===== config.mk =====
export PLATFORM = sky130hd
export DESIGN_NAME = pc_fetch_ctrl
export DESIGN_NICKNAME = d
export VERILOG_FILES = /design/src/rtl/pc_fetch_ctrl.sv
export SDC_FILE = /design/constraint.sdc
export NUM_CORES = 1
export LEC_CHECK = 0
export ABC_AREA = 0
export BUFFER_PORTS_ARGS = -buffer_cell sky130_fd_sc_hd__buf_2
export CELL_PAD_IN_SITES_DETAIL_PLACEMENT = 1
export CELL_PAD_IN_SITES_GLOBAL_PLACEMENT = 1
export CORE_MARGIN = 2
export CORE_UTILIZATION = 41
export DETAILED_ROUTE_END_ITERATION = 16
export PLACE_DENSITY_LB_ADDON = 0.1
export SLEW_MARGIN = 20
export SYNTH_ARGS = -nofsm -noshare
export SYNTH_HDL_FRONTEND = slang
export SYNTH_SLANG_ARGS = --single-unit

===== constraint.sdc =====
create_clock -name clk -period 4.1 [get_ports clk]
set_input_delay 0 -clock clk [delete_from_list [all_inputs] [get_ports clk]]
set_output_delay 0 -clock clk [all_outputs]
set_load 0.005 [all_outputs]

===== src/rtl/pc_fetch_ctrl.sv =====
// pc_fetch_ctrl: program counter and instruction fetch sequencer.
// The block fetches one instruction from imem with a req/ack handshake and
// presents it to the datapath for exactly one execute cycle. On the edge that
// leaves execute, it picks the next PC from the JALR/JAL/branch decisions.
//
//   state   | meaning
//   --------+---------------------------------------------------------------
//   S_IDLE  | first cycle after reset release; no request is issued yet
//   S_FETCH | imem_req high at pc; waits as long as needed for imem_ack
//   S_EXEC  | instr_valid high; the next PC is chosen and loaded on exit
//   S_HALT  | fetching stopped; fetch resumes at the updated pc when halt=0
module pc_fetch_ctrl #(
  parameter int unsigned     XLEN     = 32,
  parameter logic [XLEN-1:0] RESET_PC = XLEN'(32'h0000_0000),
  parameter logic [XLEN-1:0] TRAP_PC  = XLEN'(32'h0000_0100)
) (
  input  logic            clk,
  input  logic            rst_n,
  output logic            imem_req,
  output logic [XLEN-1:0] imem_addr,
  input  logic            imem_ack,
  input  logic [31:0]     imem_rdata,
  output logic [31:0]     instr,
  output logic            instr_valid,
  input  logic            B_type_jump_flag,
  input  logic            jal,
  input  logic            jalr,
  input  logic [XLEN-1:0] imm,
  input  logic [XLEN-1:0] jalr_base,
  input  logic            halt,
  output logic [XLEN-1:0] pc,
  output logic [XLEN-1:0] pc_plus4,
  output logic            misalign_trap
);

  localparam logic [31:0]     NOP_INSTR     = 32'h0000_0013;
  localparam logic [XLEN-1:0] CLEAR_BIT0    = {{(XLEN-1){1'b1}}, 1'b0};

  typedef enum logic [1:0] {
    S_IDLE  = 2'd0,
    S_FETCH = 2'd1,
    S_EXEC  = 2'd2,
    S_HALT  = 2'd3
  } state_t;

  state_t          state_q, state_d;
  logic [XLEN-1:0] pc_q, pc_d;
  logic [31:0]     instr_q, instr_d;

  logic [XLEN-1:0] jalr_sum;
  logic [XLEN-1:0] branch_tgt;
  logic [XLEN-1:0] next_tgt;
  logic            tgt_misalign;

  // Next-PC candidates and priority select; JALR beats JAL beats branch.
  always_comb begin
    pc_plus4     = pc_q + XLEN'(4);
    jalr_sum     = jalr_base + imm;
    branch_tgt   = pc_q + imm;
    next_tgt     = pc_plus4;
    if (jalr) begin
      next_tgt = jalr_sum & CLEAR_BIT0;
    end else if (jal || B_type_jump_flag) begin
      next_tgt = branch_tgt;
    end
    // Only bit 1 matters: bit 0 is cleared for JALR and tolerated otherwise.
    tgt_misalign = next_tgt[1];
  end

  // Sequencer next-state, PC/instruction updates and handshake outputs.
  always_comb begin
    state_d       = state_q;
    pc_d          = pc_q;
    instr_d       = instr_q;
    imem_req      = 1'b0;
    imem_addr     = '0;
    instr_valid   = 1'b0;
    misalign_trap = 1'b0;
    case (state_q)
      S_IDLE: begin
        state_d = S_FETCH;
      end
      S_FETCH: begin
        imem_req  = 1'b1;
        imem_addr = pc_q;
        if (imem_ack) begin
          instr_d = imem_rdata;
          state_d = S_EXEC;
        end
      end
      S_EXEC: begin
        instr_valid   = 1'b1;
        misalign_trap = tgt_misalign;
        pc_d          = tgt_misalign ? TRAP_PC : next_tgt;
        state_d       = halt ? S_HALT : S_FETCH;
      end
      S_HALT: begin
        if (!halt) begin
          state_d = S_FETCH;
        end
      end
      default: begin
        state_d = S_IDLE;
      end
    endcase
  end

  // State, PC and instruction registers; reset aborts any fetch in flight.
  always_ff @(posedge clk or negedge rst_n) begin
    if (!rst_n) begin
      state_q <= S_IDLE;
      pc_q    <= RESET_PC;
      instr_q <= NOP_INSTR;
    end else begin
      state_q <= state_d;
      pc_q    <= pc_d;
      instr_q <= instr_d;
    end
  end

  assign pc    = pc_q;
  assign instr = instr_q;

endmodule


[After elaboration in Yosys (flattened, before gate mapping)]
Index checks and enable logic that the tools add are counted.
Word-level totals
  flip-flop bits (word level): 66
  word-level logic and storage cells: 26
  input bits: 103
Cells by class
  equal/unequal tests: 5
  mux-type cells: 11
  reduce and logical (&&, ||, !) cells: 4
  add/subtract/negate cells: 3
Operators with widths (count)
  $mux 32: 4
  $add 32x32->32: 2
  $add 32x3->32 const B: 1
  $pmux 2 s4: 1
  $mux 2: 3
  $eq 2x2->1 const B: 2
  $ne 2x2->1 const B: 2
  $reduce_and 2->1: 2
  $mux 1: 3
  $eq 2x1->1 const B: 1
  $logic_not 2->1: 1
  $logic_or 1x1->1: 1

[Logic depth before layout (Yosys ltp)]
  depth in word-level cells: 4
  depth in mapped cells: 11

[Least setup slack after synthesis]
Ideal clock, no wire load.
  path kind: flip-flop to flip-flop
  start: register pc_q[8], in the netlist pc[8]
  end: register pc_q[22], in the netlist pc[22]
  cell stages (with the launch flop): 11
  buffers on the path: 0
  setup time: 0.101 ns
  required time: 3.999 ns
  slack: 1.469 ns
  arrival time: 2.530 ns
  cell sequence: dfrtp_1 ha_1 nand3_1 o221ai_1 a2111o_1 a21oi_2 o221ai_2 a21oi_1 xor2_1 o211a_1 o32ai_1
Between the ends
  cells in the longest elaborated chain, start to end: 4
  elaborated cells between the ends (all ways): 5
  those cells by class: 2 x add/sub; 3 x mux
Ends and longest elaborated chain
  start: declaration: line 47  | logic [XLEN-1:0] pc_q, pc_d;
  start signal: assignment: line 116  | pc_q <= pc_d;
  $add 32x3->32 or $add 32x32->32 (tied branches): line 57, 59
  $mux 32 *: line 63  | end else if (jal || B_type_jump_flag) begin
  $mux 32 *: line 61  | if (jalr) begin
  $mux 32 *: line 94  | pc_d = tgt_misalign ? TRAP_PC : next_tgt;
Mark *: on every way between the ends. The rest lies on a longest branch, timed or not.
A chain may end at the register's enable or synchronous reset.

[Final worst setup path]
  start: register pc_q[8], in the netlist pc[8]
  end: register pc_q[28], in the netlist pc[28]
The elaborated chain is that of the path after synthesis.

==> results.yml <==
sta:
  fin_crit_sh_pct: 81.3
  fmax_mhz: 300
  setup_viol_count_final: 0
  finalSetupTns_ns: 0
  skew_ns: 0.0102
  final_hold_viol_count: 0
  hold_slack_ns: 0.0646
  min_period_ns: 3.33
  worst_slew_pin_slew_ns: 0.954
  rsz0062_at_grt: "no"
  relSlewSlack_pct: 35.9
  slew_violations: 0
  fin_ws_ns: 0.767
grt:
  grt_pass1_wl_um: 45400
  grtUsageTotal_pct: 32.5
  grt_pass1_vias: 7983
  grt.overflow.total: 0
  grt_start_max_net_pins: 44
  antenna_found_initial: 0
layout:
  n_fill_cell: 2042
  final_layout_size_suffix_gt1_share_pct: 28.9
  antenna_cells: 0
  fin_nets: 1247
  fin_util_pct: 53.8
  seq_area_mm2: 0.00163
  multiInputGateArea_mm2: 0.00498
  area_growth_pct: 28.9
setup_path:
  path_class: "register to register"
  crit_start: "pc[8]"
  rrSetupSlack_ns: 0.77
  r2r-start: "pc[8]"
  ff2ff_path_depth: 9
  cp_cell_sequence: "ha_1 > nand3_1 > o221ai_1 > a2111o_1 > a21oi_2 > o221ai_2 > a31oi_2 > o221ai_1 > o32ai_1"
  worstPathArrival_ns: 3.54
  slowest_stage: "dfrtp_1"
  endpoint_kind: "register"
  crit_path_end: "pc[28]"
  cpPeakStageDelay_ns: 0.48
  cpMostUsedCell: "o221ai_1"
  cp_max_fo: 8
  startpoint_type: "register"
  r2r_end: "pc[28]"
  critPathRequiredTime_ns: 4.30
power:
  p_total_uw: 5470
  cellPowerDensity_mw_per_mm2: 616
  vdd_drop_max_uv: 248
  p_leak_uw: 0.00428
detailed_routing:
  detail-route-antenna-nets: 0
  wirelength_um: 29100
  viasPerCell: 5.83
  drt_iter0_markers: 439
  drtPass1Iterations: 5
  vias: 7594
  wl_per_cell_um: 22.4
  drc: 0
flow_run:
  cap_violations: 0
logic_synthesis:
  syn_area_mm2: 0.00690
  synth_flop_cell: "dfrtp_1"
  synthCells: 825
  avgSynthCellArea_um2: 8.36
  post_synth_num_cell_types: 78
  synth-seq-cells: 65
  synth_top_area_share_pct: 22.5
  ys_seq_area_share_pct: 23.6
  ys_top_cells_by_count: "a21oi_1, nand2_1, ha_1"
  synth.most_common_cell: "a21oi_1"
  yosysTopAreaCell: "dfrtp_1"
  ys_top_cells_by_area: "dfrtp_1, ha_1, xnor2_1"
  synth_edf_count: 0
  synth_warnings: 0
  synthArstFlopShare_pct: 100
clock_tree:
  cts_resized: 0
  clockRootBuffer: "clkbuf_16"
  cts.htree.levels: 3
  insertion_delay_ns: 0.35
  cts_tree: "yes"
  cts_buffer_depth: 2
  clock-sinks: 65
  path_clk_slew_ns: 0.06
  cts_buffers: 9
placement:
  place_congestion: 0.891
  pre_cts_ws_ns: 1.05
  portBuffers: 230
  hpwl_um: 21400
floorplan:
  boundaryPins: 234
  core_area_mm2: 0.0165
  die_h_um: 134
  die_width_um: 134
  start_util_pct: 41.8
  core.rowCount: 47
  die_area_mm2: 0.0179
status:
  status: "completed"
min_path:
  hold_path.class: "primary input to register"
==> repair_timing <==
| action | in CTS | in global routing |
|---|---|---|
| hold buffers | 33 | 0 |
| hold endpoints to repair | 74 | 0 |
| setup buffers | 0 | 0 |
| setup endpoints to repair | 0 | 0 |
==> flip-flops by register name, indices dropped and copies added, names as in the netlist <==
| signal | flops |
|---|---|
| state_q | 2 |
| instr | 32 |
| pc | 31 |
==> worst max-delay path: cells and delay by family, from the launching register on <==
family	cells	cell delay, ns
AND/OR/NAND/NOR	1	0.23
adder cells (fa/ha/maj)	1	0.41
flip-flops	1	0.48
AO/OA/AOI/OAI	7	2.07
==> final cells by class <==
class | instances | share of cell area, %
tap | 220 | 3.10
sequential | 65 | 18.3
timing repair buffer | 272 | 17.4
clock buffer | 9 | 2.53
multi-input combinational | 691 | 56.1
clock inverter | 7 | 0.929
inverter | 38 | 1.60
==> metal layers <==
metal  GRT usage [%]  share of wire (%)
met1            41.2                 43
met5               0                  0
met4            9.04                2.2
met2            57.2                 50
met3            4.87                4.9
==> layout by cell type (no fill, tap or decap), types with 35 or more instances in the layout <==
master | synthesis | layout
a21oi_1 | 74 | 74
and2_1 | 35 | 35
buf_2 | 2 | 229
dfrtp_1 | 62 | 62
ha_1 | 66 | 66
inv_1 | 37 | 37
mux2_2 | 35 | 35
nand2_1 | 71 | 71
nor2_1 | 46 | 46
xnor2_1 | 57 | 57
==> cell families (layout without fill, tap and decap cells) <==
family / count (synthesis) / in the layout / share of synthesized area, %
mux: 39 / 39 / 6.29
compound gates: 252 / 252 / 25.3
fa+ha+maj: 67 / 67 / 12.3
flops: 65 / 65 / 23.6
xor+xnor: 82 / 82 / 10.4
simple gates: 248 / 248 / 17.8
buf+inv: 71 / 326 / 4.23
other cells: 1 / 3 / 0.0544
==> power by group <==
| part | switching (uW) | internal [uW] |
|---|---|---|
| combinational | 1800 | 1480 |
| sequential | 416 | 951 |
| clock | 349 | 482 |
==> stage by stage <==
stage | instance area (um2) | instances
final | 8890 | 1302
after global routing | 8890 | 1302
after CTS | 8890 | 1302
after detailed placement | 8250 | 1253
after global placement | 8250 | 1253
after floorplan | 6910 | 827
==> how the worst min path moves through the flow <==
| stage | cells past startpoint | slack, ns | startpoint | endpoint |
|---|---|---|---|---|
| 3_3_place_gp | 1 | 0.23 | rst_n | instr[10] |
| 5_1_grt | 3 | 0.08 | halt | state_q[0] |
| 2_1_floorplan | 0 | -0.30 | rst_n | instr[10] |
| 6_report | 3 | 0.06 | halt | state_q[0] |
| 4_1_cts | 3 | 0.05 | halt | state_q[0] |
| 3_5_place_dp | 1 | 0.23 | rst_n | instr[10] |
No activity file was read; power rests on OpenSTA's default activity.
